### src/rtl/curtain_pkg.sv
// Shared definitions for the curtain stepper: controller states and the
// half-step coil table.
package curtain_pkg;

    typedef enum logic [2:0] {
        ST_IDLE   = 3'd0,
        ST_OPEN   = 3'd1,
        ST_CLOSE  = 3'd2,
        ST_SETTLE = 3'd3,
        ST_FAULT  = 3'd4
    } state_t;

    // Half-step sequence, bit3..bit0 = A, B, A', B'. Rising index = opening.
    localparam logic [3:0] HALF_STEP [8] = '{
        4'b1000, 4'b1100, 4'b0100, 4'b0110,
        4'b0010, 4'b0011, 4'b0001, 4'b1001
    };

    // Coils are energised only while moving or settling.
    function automatic logic [3:0] coil_drive(input state_t st, input logic [2:0] idx);
        if (st == ST_IDLE || st == ST_FAULT) begin
            return 4'b0000;
        end
        return HALF_STEP[idx];
    endfunction

endpackage

### src/rtl/limit_sync.sv
// Two-flop synchronizer for an asynchronous end-stop switch.
module limit_sync (
    input  logic clk,
    input  logic rst,
    input  logic async_in,
    output logic sync_out
);

    logic sync_p0;
    logic sync_p1;

    // Metastability guard: first flop may go metastable, second resolves it.
    always_ff @(posedge clk or posedge rst) begin
        if (rst) begin
            sync_p0 <= 1'b0;
            sync_p1 <= 1'b0;
        end else begin
            sync_p0 <= async_in;
            sync_p1 <= sync_p0;
        end
    end

    assign sync_out = sync_p1;

endmodule

### src/rtl/curtain_stepper.sv
// Curtain stepper controller: paces a half-step motor from step_tick, tracks
// position, honours end-stops, settles before reversing and faults on stall.
module curtain_stepper
    import curtain_pkg::*;
#(
    parameter int MAX_POS      = 2048,
    parameter int SETTLE_TICKS = 50,
    parameter int MARGIN       = 256
) (
    input  logic        clk,
    input  logic        rst,
    input  logic        step_tick,
    input  logic        cmd_open,
    input  logic        cmd_close,
    input  logic        cmd_stop,
    input  logic        limit_open,
    input  logic        limit_closed,
    output logic [3:0]  phase,
    output logic [11:0] position,
    output logic        busy,
    output logic        fault
);

    localparam logic [11:0] POS_MAX     = 12'(MAX_POS);
    localparam logic [15:0] TICK_LIM    = 16'(MAX_POS + MARGIN);
    localparam logic [7:0]  SETTLE_LAST = 8'(SETTLE_TICKS - 1);

    logic        lim_open_s;
    logic        lim_closed_s;

    state_t      st, st_n;
    state_t      tgt, tgt_n;
    logic [2:0]  idx, idx_n;
    logic [11:0] pos_n;
    logic [15:0] tick_cnt, cnt_n;
    logic [7:0]  settle_cnt, set_n;

    logic        stop;
    logic        open_ok;
    logic        close_ok;

    limit_sync u_sync_open (
        .clk      (clk),
        .rst      (rst),
        .async_in (limit_open),
        .sync_out (lim_open_s)
    );

    limit_sync u_sync_closed (
        .clk      (clk),
        .rst      (rst),
        .async_in (limit_closed),
        .sync_out (lim_closed_s)
    );

    // Conflicting open+close behaves as stop; moves toward a reached end are refused.
    assign stop     = cmd_stop | (cmd_open & cmd_close);
    assign open_ok  = cmd_open  & (position != POS_MAX) & ~lim_open_s;
    assign close_ok = cmd_close & (position != 12'd0)   & ~lim_closed_s;

    // Next-state decode: stop first, then end-stops, then reversal, then stepping.
    always_comb begin
        st_n  = st;
        tgt_n = tgt;
        idx_n = idx;
        pos_n = position;
        cnt_n = tick_cnt;
        set_n = settle_cnt;
        case (st)
            ST_IDLE: begin
                if (!stop && open_ok) begin
                    st_n  = ST_OPEN;
                    cnt_n = 16'd0;
                end else if (!stop && close_ok) begin
                    st_n  = ST_CLOSE;
                    cnt_n = 16'd0;
                end
            end
            ST_OPEN: begin
                if (stop) begin
                    st_n = ST_IDLE;
                end else if (lim_open_s || position == POS_MAX) begin
                    st_n  = ST_IDLE;
                    pos_n = POS_MAX;
                end else if (close_ok) begin
                    st_n  = ST_SETTLE;
                    tgt_n = ST_CLOSE;
                    set_n = 8'd0;
                end else if (step_tick) begin
                    if (tick_cnt == TICK_LIM) begin
                        st_n = ST_FAULT;
                    end else begin
                        cnt_n = tick_cnt + 16'd1;
                        idx_n = idx + 3'd1;
                        pos_n = position + 12'd1;
                    end
                end
            end
            ST_CLOSE: begin
                if (stop) begin
                    st_n = ST_IDLE;
                end else if (lim_closed_s || position == 12'd0) begin
                    st_n  = ST_IDLE;
                    pos_n = 12'd0;
                end else if (open_ok) begin
                    st_n  = ST_SETTLE;
                    tgt_n = ST_OPEN;
                    set_n = 8'd0;
                end else if (step_tick) begin
                    if (tick_cnt == TICK_LIM) begin
                        st_n = ST_FAULT;
                    end else begin
                        cnt_n = tick_cnt + 16'd1;
                        idx_n = idx - 3'd1;
                        pos_n = position - 12'd1;
                    end
                end
            end
            ST_SETTLE: begin
                if (stop) begin
                    st_n = ST_IDLE;
                end else if (step_tick) begin
                    if (settle_cnt == SETTLE_LAST) begin
                        st_n  = tgt;
                        cnt_n = 16'd0;
                    end else begin
                        set_n = settle_cnt + 8'd1;
                    end
                end
            end
            ST_FAULT: begin
                if (stop) begin
                    st_n = ST_IDLE;
                end
            end
            default: st_n = ST_IDLE;
        endcase
    end

    // State, counters and registered coil/status outputs.
    always_ff @(posedge clk or posedge rst) begin
        if (rst) begin
            st         <= ST_IDLE;
            tgt        <= ST_IDLE;
            idx        <= 3'd0;
            position   <= 12'd0;
            tick_cnt   <= 16'd0;
            settle_cnt <= 8'd0;
            phase      <= 4'b0000;
            busy       <= 1'b0;
            fault      <= 1'b0;
        end else begin
            st         <= st_n;
            tgt        <= tgt_n;
            idx        <= idx_n;
            position   <= pos_n;
            tick_cnt   <= cnt_n;
            settle_cnt <= set_n;
            phase      <= coil_drive(st_n, idx_n);
            busy       <= (st_n == ST_OPEN) || (st_n == ST_CLOSE) || (st_n == ST_SETTLE);
            fault      <= (st_n == ST_FAULT);
        end
    end

endmodule

### config.mk
export PLATFORM = sky130hd
export DESIGN_NAME = curtain_stepper
export DESIGN_NICKNAME = d
export VERILOG_FILES = /design/src/rtl/curtain_pkg.sv /design/src/rtl/limit_sync.sv /design/src/rtl/curtain_stepper.sv
export SDC_FILE = /design/constraint.sdc
export NUM_CORES = 1
export LEC_CHECK = 0
export ABC_AREA = 1
export BUFFER_PORTS_ARGS = -buffer_cell sky130_fd_sc_hd__buf_2
export CAP_MARGIN = 0
export CORE_MARGIN = 3
export CORE_UTILIZATION = 61
export CTS_CLUSTER_SIZE = 12
export DETAILED_ROUTE_END_ITERATION = 10
export MAX_ROUTING_LAYER = met4
export PLACE_DENSITY = 0.8
export SLEW_MARGIN = 20
export SYNTH_ARGS = -nofsm -noshare
export SYNTH_HDL_FRONTEND = slang
export SYNTH_SLANG_ARGS = --single-unit
### constraint.sdc
create_clock -name clk -period 2.4 [get_ports clk]
set_clock_uncertainty 0.15 [all_clocks]
set_input_delay 0.12 -clock clk [delete_from_list [all_inputs] [get_ports clk]]
set_output_delay 0.12 -clock clk [all_outputs]
set_load 0.02 [all_outputs]
==> metrics.md <==
| Metric | Value |
|---|---|
| WL per Instance | about 13 um |
| Syn Area/Cell | ~7.6 um2 |
| Async set-reset flop share out of synthesis | 100.0% |
| Initial core utilization | between 60% and 70% |
| Syn_nets | 520 |
| DRT Pass-1 Iters | 5 |
| # rows | 28 |
| Cells on worst reg2reg path | 14 |
| Die area | ~0.0073 mm2 |
| Post-route cell area | 0.004217 mm2 |
| Kind of critical path | reg2reg |
| Worst hold path class | in2reg |
| Final std cells w/o fill | 616 |
| Cell Pwr Density | approximately 1100 mW/mm2 |
| Crit end category | register |
| Largest net degree at the start of global routing | 55 |
| Die Ht | between 80 and 90 um |
| Area delta synth->final | 10.27% |
| Setup TNS | 0 ns |
| CTS tree | yes |
| Pre-CTS WS | between 0.015 and 0.02 ns |
| I/O pin count | 26 |
| WHS | 0.007374 ns |
| Arr. time, crit path | roughly 2.3 ns |
| Cell area after synthesis | approximately 0.0038 mm2 |
| Synth cell types | 45 |
| Clock-pin slew on the worst setup and hold paths | 0.10 ns |
| H-tree depth | 2 |
| Max clock buf depth | 2 |
| Vias | roughly 3400 |
| GPL Wtd Cong | ~0.96 |
| IO Port Bufs | 25 |
| Hold path depth | 3 |
| Critical path peak fanout | 20 |
| # setup viols final | 0 |
| Leak Pwr | 1.979 nW |
| Initial antenna violation count | 0 |
| Slew of the pin with the lowest slew margin | approximately 0.45 ns |
| Detail Placement HPWL | ~6000 um |
| Upper clock frequency limit | around 0.45 GHz |
| Clock Latency Late Sink | around 0.31 ns |
| Max cap viols | 0 |
| Mapped Cells | between 500 and 600 |
| Antenna diode count | 0 |
| Clk sinks | 54 |
| Share of post-route cells with drive strength above 1 | about a quarter |
| Root Driver | clkbuf_8 |
| RSZ-0062 raised after global routing | false |
| Most frequent cells in the layout | 97 x nand2_1, 57 x nor2_1, 55 x inv_1 |
| Fin util | 70.38% |
| Total power | 4.701 mW |
| Die X | between 80 and 90 um |
| Sequential area share after synthesis | ~35% |
| Slew Viols, Final | 0 |
| Maximum vdd drop | between 0.7 and 0.8 mV |
| Core ar. | ~0.006 mm2 |
| Ys Warns | 0 |
| Num CTS Buffers | 5 |
| First DRT Iteration DRCs | between 200 and 250 |
| Drt total wl | around 8000 um |
| Remaining global-route overflow | 0 |
| Yosys reg bits | 54 |
| Period utilization | 93.12% |
| Vias in the first global route | 3248 |
| Vias per inst | 5.453 |
| Slew margin rel. | 69.80% |
| WP data required | between 2 and 2.5 ns |
| Nets | 556 |
| Min cycle time layout | between 2 and 2.5 ns |
| Placed inst area | a little over 0.004 mm2 |
| Final Hold Fails | 0 |
| CP Launch Type | register |
| Top FF cell, synth | dfrtp_1 |
| DRC | 0 |
| GRT Overall Usage | about 24% |
| Status | complete, no violations |
| Setup WS post-layout | approximately 0.17 ns |
| Placed insts | 603 |
| Leading cell type in the layout, fill and taps excluded | nand2_1 |
| Post-synth EDFFs | 0 |
| Post-route ant nets | 0 |
| First-pass GRT wire length | approximately 14000 um |
-- logic make-up (layout without fill, tap and decap cells) --
logic type | Yosys count | after routing | share of synthesized area (%)
flip-flops | 54 | 54 | 35.34
adder cells (fa/ha/maj) | 8 | 8 | 2.618
buffers and inverters | 80 | 117 | 9.620
AND/OR/NAND/NOR | 265 | 265 | 34.46
XOR/XNOR | 23 | 23 | 5.269
AO/OA/AOI/OAI | 74 | 74 | 12.70
-- path summary, 6_finish.rpt --
kind,slack [ns],end,from
max,0.17,position[9]$_DFFE_PP0P_,position[1]$_DFFE_PP0P_
min,0.007,st[2]$_DFF_PP0_,step_tick
max reg2reg,0.17,position[9]$_DFFE_PP0P_,position[1]$_DFFE_PP0P_
min reg2reg,0.21,u_sync_closed.sync_out$_DFF_PP0_,u_sync_closed.sync_p0$_DFF_PP0_
max in group asynchronous,1.61,position[10]$_DFFE_PP0P_,rst
min in group asynchronous,0.23,position[2]$_DFFE_PP0P_,rst
-- synthesized netlist by cell type, types with 3 or more instances --
| master | count | area share [%] |
|---|---|---|
| nand2_1 | 98 | 9.6 |
| inv_1 | 59 | 5.8 |
| nor2_1 | 59 | 5.8 |
| dfrtp_1 | 54 | 35 |
| nand3_1 | 41 | 5.4 |
| o21ai_0 | 22 | 2.9 |
| xor2_1 | 21 | 4.8 |
| nand2_2 | 17 | 2.8 |
| o21ai_2 | 17 | 3.9 |
| nor3_1 | 14 | 1.8 |
| a21oi_1 | 11 | 1.4 |
| inv_2 | 10 | 0.98 |
| nand3_2 | 9 | 2.4 |
| ha_1 | 8 | 2.6 |
| nand4_1 | 7 | 1.1 |
| o22ai_1 | 7 | 1.1 |
| o21ai_1 | 5 | 0.65 |
| nand2_4 | 4 | 1.2 |
| buf_6 | 3 | 0.88 |
| nor2_2 | 3 | 0.49 |
| nor2_4 | 3 | 0.88 |
| o31ai_1 | 3 | 0.59 |
-- sequential cells by signal (all words and copies together), names as in the netlist --
signal	cells
busy	1
fault	1
idx	3
phase	4
position	12
settle_cnt	8
st	3
tgt	2
tick_cnt	16
u_sync_closed.sync_out	1
u_sync_closed.sync_p0	1
u_sync_open.sync_out	1
u_sync_open.sync_p0	1
-- worst max-delay path: stages (launching register included) --
cell and delay (ns):
dfrtp_1 0.43, inv_2 0.10, ha_4 0.16, nand2_4 0.08
nor2_8 0.16, nand2_4 0.09, nand3_4 0.12, nand2_2 0.10
nand2_1 0.07, o21ai_1 0.07, nor2_2 0.15, buf_12 0.16
inv_2 0.07, o22ai_1 0.18, a21oi_2 0.05
-- layout make-up --
| type | instances | area (um2) |
|---|---|---|
| multi-input combinational | 370 | 2147 |
| fill | 465 | 1774 |
| sequential | 54 | 1351 |
| inverter | 71 | 275.3 |
| timing repair buffer | 38 | 255.2 |
| tap | 75 | 93.84 |
| clock buffer | 5 | 68.82 |
| clock inverter | 3 | 25.02 |
-- report_power, final --
part	total (mW)	internal (mW)	leakage [nW]	switching [mW]
registers	1.28	1.10	0.721	0.185
logic	2.89	0.950	1.21	1.94
clock network	0.529	0.211	0.0447	0.318
-- per-layer routing --
layer / up-vias / share of wire (%) / track usage [%] / routed length [um]
li1: 1708 / - / - / -
met1: 1546 / 46 / 32.36 / 3627
met2: 96 / 48 / 38.70 / 3839
met3: 9 / 4.4 / 3.301 / 352
met4: 0 / 1.2 / 6.043 / 98
met5: - / 0 / - / 0
-- what timing repair did --
item,CTS,global route
hold buffers,3,0
gates resized for setup,2,13
setup buffers,0,2
endpoints found under the hold margin,56,0
setup endpoints to repair,2,29
(Power assumes the default switching activity.)
